==> src/rtl/bottle_conveyor_ctrl_pkg.sv <==
// rtl/bottle_conveyor_ctrl_pkg.sv - shared state encoding and default line parameters
package bottle_conveyor_ctrl_pkg;

  typedef enum logic [1:0] {
    WAIT_BOX = 2'd0,
    FILL     = 2'd1,
    MOVE     = 2'd2,
    BOX_OUT  = 2'd3
  } state_t;

  localparam int DEF_MOVE_CYCLES = 8;
  localparam int DEF_BOX_SIZE    = 12;

endpackage

==> src/rtl/bottle_conveyor_ctrl_move_timer.sv <==
// rtl/bottle_conveyor_ctrl_move_timer.sv - conveyor index timer with terminal count
module move_timer #(
  parameter int MOVE_CYCLES = 8
) (
  input  logic clk,
  input  logic rst,
  input  logic clr,
  input  logic en,
  output logic tc
);

  localparam int CW = (MOVE_CYCLES > 1) ? $clog2(MOVE_CYCLES) : 1;

  logic [CW-1:0] count;

  always_ff @(posedge clk or posedge rst) begin
    if (rst) begin
      count <= '0;
    end else if (clr) begin
      count <= '0;
    end else if (en) begin
      count <= count + CW'(1);
    end
  end

  assign tc = (count == CW'(MOVE_CYCLES - 1));

endmodule

==> src/rtl/bottle_conveyor_ctrl.sv <==
// rtl/bottle_conveyor_ctrl.sv - bottle indexing and box packing sequencer
module bottle_conveyor_ctrl
  import bottle_conveyor_ctrl_pkg::*;
#(
  parameter int MOVE_CYCLES = DEF_MOVE_CYCLES,
  parameter int BOX_SIZE    = DEF_BOX_SIZE,
  parameter int BOX_W       = 16
) (
  input  logic             clk,
  input  logic             rst,
  input  logic             bottle_done,
  input  logic             box_ready,
  input  logic             clr_err,
  output logic             fill_en,
  output logic             conv_on,
  output logic [7:0]       bottles_in_box,
  output logic             box_done,
  output logic [BOX_W-1:0] total_boxes,
  output logic             overrun
);

  localparam logic [7:0] BOX_SIZE_B = 8'(BOX_SIZE);

  state_t     state;
  state_t     next_state;
  logic       tc;
  logic       timer_clr;
  logic       timer_en;
  logic [7:0] bib_inc;

  assign bib_inc   = bottles_in_box + 8'd1;
  assign timer_clr = (state == FILL) && bottle_done;
  // Hold the timer at terminal count so it never wraps during the exit cycle.
  assign timer_en  = (state == MOVE) && !tc;

  move_timer #(
    .MOVE_CYCLES(MOVE_CYCLES)
  ) u_move_timer (
    .clk(clk),
    .rst(rst),
    .clr(timer_clr),
    .en (timer_en),
    .tc (tc)
  );

  always_ff @(posedge clk or posedge rst) begin
    if (rst) begin
      state <= WAIT_BOX;
    end else begin
      state <= next_state;
    end
  end

  always_comb begin
    next_state = state;
    fill_en    = 1'b0;
    conv_on    = 1'b0;
    box_done   = 1'b0;
    unique case (state)
      WAIT_BOX: begin
        if (box_ready) next_state = FILL;
      end
      FILL: begin
        fill_en = 1'b1;
        if (bottle_done) next_state = MOVE;
      end
      MOVE: begin
        conv_on = 1'b1;
        if (tc) next_state = (bib_inc == BOX_SIZE_B) ? BOX_OUT : FILL;
      end
      BOX_OUT: begin
        box_done   = 1'b1;
        next_state = WAIT_BOX;
      end
      default: next_state = WAIT_BOX;
    endcase
  end

  always_ff @(posedge clk or posedge rst) begin
    if (rst) begin
      bottles_in_box <= '0;
      total_boxes    <= '0;
    end else if (state == MOVE && tc) begin
      bottles_in_box <= bib_inc;
    end else if (state == BOX_OUT) begin
      bottles_in_box <= '0;
      if (total_boxes != '1) total_boxes <= total_boxes + BOX_W'(1);
    end
  end

  // A stray completion pulse outranks a simultaneous clear.
  always_ff @(posedge clk or posedge rst) begin
    if (rst) begin
      overrun <= 1'b0;
    end else if (bottle_done && state != FILL) begin
      overrun <= 1'b1;
    end else if (clr_err) begin
      overrun <= 1'b0;
    end
  end

endmodule
==> config.mk <==
export PLATFORM = sky130hd
export DESIGN_NAME = bottle_conveyor_ctrl
export DESIGN_NICKNAME = d
export VERILOG_FILES = /design/src/rtl/bottle_conveyor_ctrl_pkg.sv /design/src/rtl/bottle_conveyor_ctrl_move_timer.sv /design/src/rtl/bottle_conveyor_ctrl.sv
export SDC_FILE = /design/constraint.sdc
export NUM_CORES = 1
export LEC_CHECK = 0
export ABC_CLOCK_PERIOD_IN_PS = 2300
export BUFFER_PORTS_ARGS = -buffer_cell sky130_fd_sc_hd__clkbuf_2
export CORE_ASPECT_RATIO = 0.9
export CORE_MARGIN = 4
export CORE_UTILIZATION = 30
export DETAILED_ROUTE_END_ITERATION = 8
export PLACE_DENSITY = 0.5
export RECOVER_POWER = 50
export REMOVE_ABC_BUFFERS = 1
export SYNTH_ARGS = -nofsm -noshare
export SYNTH_HDL_FRONTEND = slang
export SYNTH_HIERARCHICAL = 1
export SYNTH_SLANG_ARGS = --single-unit
==> constraint.sdc <==
create_clock -name clk -period 2.3 [get_ports clk]
set_clock_uncertainty 0.1 [all_clocks]
set_input_delay 0.345 -clock clk [delete_from_list [all_inputs] [get_ports clk]]
set_output_delay 0.345 -clock clk [all_outputs]
set_load 0.02 [all_outputs]
# Word level (Yosys, flattened, before mapping)
# Cells that the tools add are included.
# classes
add_sub_neg	3
n_mul	0
n_div	0
magnitude_cmp	0
eq_ne	10
shift	0
muxes	14
bitwise_logic	1
n_reduce_logical	11
# op_table
cell	n
adder 16 x 1 -> 16 bit, second input constant	1
two-way mux 8 bit	2
!= test 16 bit, second input constant	1
adder 8 x 1 -> 8 bit, second input constant	1
== test 8 x 4 -> 1 bit, second input constant	1
two-way mux 2 bit	4
one-hot mux 2 bit (4 select lines)	1
two-way mux 3 bit	2
!= test 2 bit, second input constant	3
AND reduction 3 bit	2
nonzero test 2 bit	3
two-way mux 1 bit	5
== test 2 bit, second input constant	2
logical AND 1 bit	4
adder 3 x 1 -> 3 bit, second input constant	1
== test 3 bit, second input constant	1
== test 2 x 1 -> 1 bit, second input constant	1
logical NOT 2 bit	1
!= test 2 x 1 -> 1 bit, second input constant	1
logical NOT 1 bit	1
NOT 1 bit	1
# word_totals
reg_bits	30
latch_bits	0
ram_bits	0
rom_bits	0
in_bits	5
out_inout_bits	28
word_cells	44
n_memories	0

# Depth between registers and ports, before layout
# logic_depth
ltp_word	5
depth_mapped	6
ltp_nobuf	6

# Modules after synthesis
# The synthesis kept the hierarchy.
# modules_own_cells
module	n_inst	cells_each	area_per_inst_um2	seq_area_each_um2
bottle_conveyor_ctrl	1	158	1500.2	675.6
move_timer	1	12	143.9	75.1

# Least setup slack after synthesis
# No wires, ideal clock.
# synth_path
path_type	reg-to-reg
startpoint	register total_boxes[5]
endpoint	register total_boxes[15]
setup_time_ps	125
t_arrival_ps	1741
required_ps	2075
path_slack_ps	335
stages_incl_launch_ff	5
path_buffers	0
period_less_slack_ps	1965
cell_sequence	dfrtp_1 -> nand4_4 -> or4b_4 -> nor3_2 -> mux2_2
# synth_via
elab_chain_len	2
word_cells_on_any_way	3
classes_between	1 x add/sub; 1 x eq/ne; 1 x reduce/logical
# synth_rtl
item	line_no	source
from (decl)	bottle_conveyor_ctrl.sv:18	output logic [BOX_W-1:0] total_boxes,
from (signal assigned)	bottle_conveyor_ctrl.sv:87	if (total_boxes != '1) total_boxes <= total_boxes + BOX_W'(1);
branches (longest 2 deep; another with adder 16 x 1 -> 16 bit)	-	
# Several ways; the timed one is not identified.
# A chain may end at the register's enable or synchronous reset.

# Worst setup path in the final report
# layout_path
startpoint	register total_boxes[2]
endpoint	register total_boxes[15]
# Same word-level chain as after synthesis.

==> metrics <==
maximum single-stage delay on the critical path 0.49 ns; Most used DFF post-synth dfrtp_1; global route overflow 0; R2R Setup Slk 0.40 ns; fmax 526.0 MHz; Routed wire per std cell between 10 and 15 um; synth warn 6; TritonCTS buffer count 5; Die Wd 86.04 um; number of flops mapped to enable cells by yosys 0; final critical-path required period 1.901 ns; unrepaired setup endpoints after global routing false; Clock Latency Late Sink between 0.2 and 0.3 ns; post-synthesis adder-cell area fraction 3.805%; I/O pins 33; largest net degree at the start of global routing 28; post-synth top area share 45.66%; CP Launch Type flip-flop; worst r2r path cells 4; PortBufs 32; Initial Utilization between 30% and 40%; Max transition margin 51.36%; Critical R2R Capture total_boxes[15]; Synth Area in Simple Gates 23.90%; hold depth 2; CTS tree built; first-pass iteration count of the detailed router 4; Vias/cell 4.670; die area 6731 um^2; Area Growth Syn to Fin 21.23%; WP data required 2.37 ns; H-tree depth 2; Finished Cell Area around 2000 um^2; Detailed Route WL approximately 3.6 mm; largest family of logic cells by synthesized area simple AND/OR/NAND/NOR gates; critical path class reg -> reg; post-synthesis compound-gate area fraction 9.132%; all-layer global routing usage 11.50%; initial antenna violation count 0; clk buf depth 2; Ant. Diodes 0; flops & latches, synth 30; mux share of post-synthesis cell area 6.317%; sequential area share after synthesis a little under half; leakage power 0.9286 nW; xor/xnor cell area share of the yosys netlist around 6.4%; final-report hold violation count 0; power per cell area about 1000 nW/um^2; Setup Viol. Count Final 0; Placer Congestion 0.7322; ys async rst share 100.0%; post-route clock period utilization 82.65%; maximum vdd ir drop ~380 uV; num rows 25; Max Cap Violations 0; setup bufs post-CTS 0; top cells by area, synth dfrtp_1 (46%), mux2i_1 (4.3%), xnor2_1 (4.3%); clock slew at reported path FFs 0.07 ns; Post-Layout Cell Count 279; RR Startpoint total_boxes[2]; HPWL after detailed placement between 2 and 3 mm; Hold EP overrun; share of layout cells above drive strength 1 17.92%; status complete, no violations; first-pass GRT wire length 6.134 mm; placed cells 270; hold path start clr_err; drt initial violations 52; vias after detailed routing 1,303; HP Class in -> reg; Syn Inst Count 170; WP data arrival 1.97 ns; fill cell count roughly 540; Final Max Tran Viols 0; critical-path maximum fanout 6; Least-Margin Pin Slew 0.7296 ns; DRC errors left 0; Final nets 221; Distinct cells, synth 33; Synth Area per Inst 9.671 um^2; total negative slack 0 ns; Sink Count 30; Routed Antenna Nets 0; Die H 78.23 um; slowest CP cell or4b_4; Post-Syn Area 1644 um^2; Core Area 5286 um^2; WHS roughly 0.13 ns; crit-path cells and4_1 -> or4b_4 -> nor3_2 -> mux2_2; vias in the first global route 1,245; Critical Path End Type flip-flop; CTS root buffer clkbuf_8; area leader, netlist dfrtp_1; placed instance area 1911 um^2
## registers in the layout, summed over array words and instances, names as in the netlist
signal and count:
total_boxes 16, bottles_in_box 8, u_move_timer/count 3, state 2
overrun 1
## report_power, final
| group | total [mW] | leakage [nW] | switching [mW] | internal (mW) |
|---|---|---|---|---|
| clock network | 0.444 | 0.0482 | 0.203 | 0.241 |
| logic | 0.771 | 0.494 | 0.465 | 0.306 |
| registers | 0.788 | 0.387 | 0.139 | 0.648 |
## worst max path at each step
stage,from,endpoint,slack (ns),depth (start not counted)
final,total_boxes[2],total_boxes[15],0.40,4
after detailed placement,total_boxes[2],total_boxes[15],0.40,4
after global placement,total_boxes[5],total_boxes[15],0.43,4
after global routing,total_boxes[2],total_boxes[15],0.27,4
after CTS,total_boxes[2],total_boxes[15],0.39,4
after floorplan,state[1],total_boxes[15],0.28,4
## cells in the mapped netlist, types with 5 or more instances
cell     instances
nor2_1          10
xnor2_1          8
dfrtp_1         30
ha_1             5
mux2i_1          7
nand2_1         12
nor3_1           5
inv_1           17
nor2b_1          6
o22ai_1          9
nand3_1         10
a21oi_1          9
## cells in the final DEF (no fill, tap or decap), drive strengths merged
cell type,instances
nand2b,2
and4,1
nor3b,2
nor2,10
ha,5
xor2,4
clkinv,1
and2,3
nor4b,1
nand2,12
nor2b,6
a211oi,2
dfrtp,30
a22oi,1
and3,4
o22ai,9
nand4,4
clkbuf,40
o21ai,4
buf,4
dlygate4sd3,1
a31oi,1
nand3,10
xnor2,8
a21oi,9
inv,17
or4b,1
mux2i,7
nor3,6
mux2,3
nor4,2
nand4b,2
## critical path: cells and delay by family (launching register included)
kind | cells | cell delay, ns
flip-flops | 1 | 0.42
multiplexers | 1 | 0.34
AND/OR/NAND/NOR | 3 | 0.92
## logic make-up (layout without fill, tap and decap cells)
kind of cell | count (synthesis) | count (layout)
AOI/OAI and AO/OA | 26 | 26
xor gates and xnor gates | 12 | 12
adders and majority gates | 5 | 5
buffers and inverters | 21 | 63
DFF | 30 | 30
muxes | 10 | 10
and+or+nand+nor | 66 | 66
## area by class of cell
type                            instances  area, um^2  area share (%)
Clock buffer                            7       86.33           4.331
Timing Repair Buffer                   38       188.9           9.479
Inverter                               17       63.81           3.202
Tap cell                               67       83.83           4.206
Sequential cell                        30       750.7           37.66
Multi-Input combinational cell        119       814.5           40.87
Clock inverter                          1       5.005          0.2511
## through the flow
stage | setup slack, ns | power (mW) | utilization [%]
after detailed placement | 0.4026 | 1.588 | 36.14
after CTS | 0.3899 | 2.047 | 38.06
after global placement | 0.4318 | 1.584 | 36.14
after floorplan | 0.2848 | 1.324 | -
final | 0.3990 | 2.003 | 37.70
after global routing | 0.2738 | 2.170 | 37.70
## layer usage
| metal | up-vias | GRT usage (%) | routed length, um |
|---|---|---|---|
| met5 | - | 0 | 0 |
| met4 | 0 | 3.323 | 29 |
| met3 | 2 | 3.253 | 138 |
| met2 | 21 | 17.26 | 1522 |
| met1 | 602 | 16.04 | 1864 |
| li1 | 678 | - | - |
## repair_timing
item	CTS	global route
hold buffers	1	0
gates resized for setup	0	0
hold endpoints to repair	3	0
(Power assumes the default switching activity.)
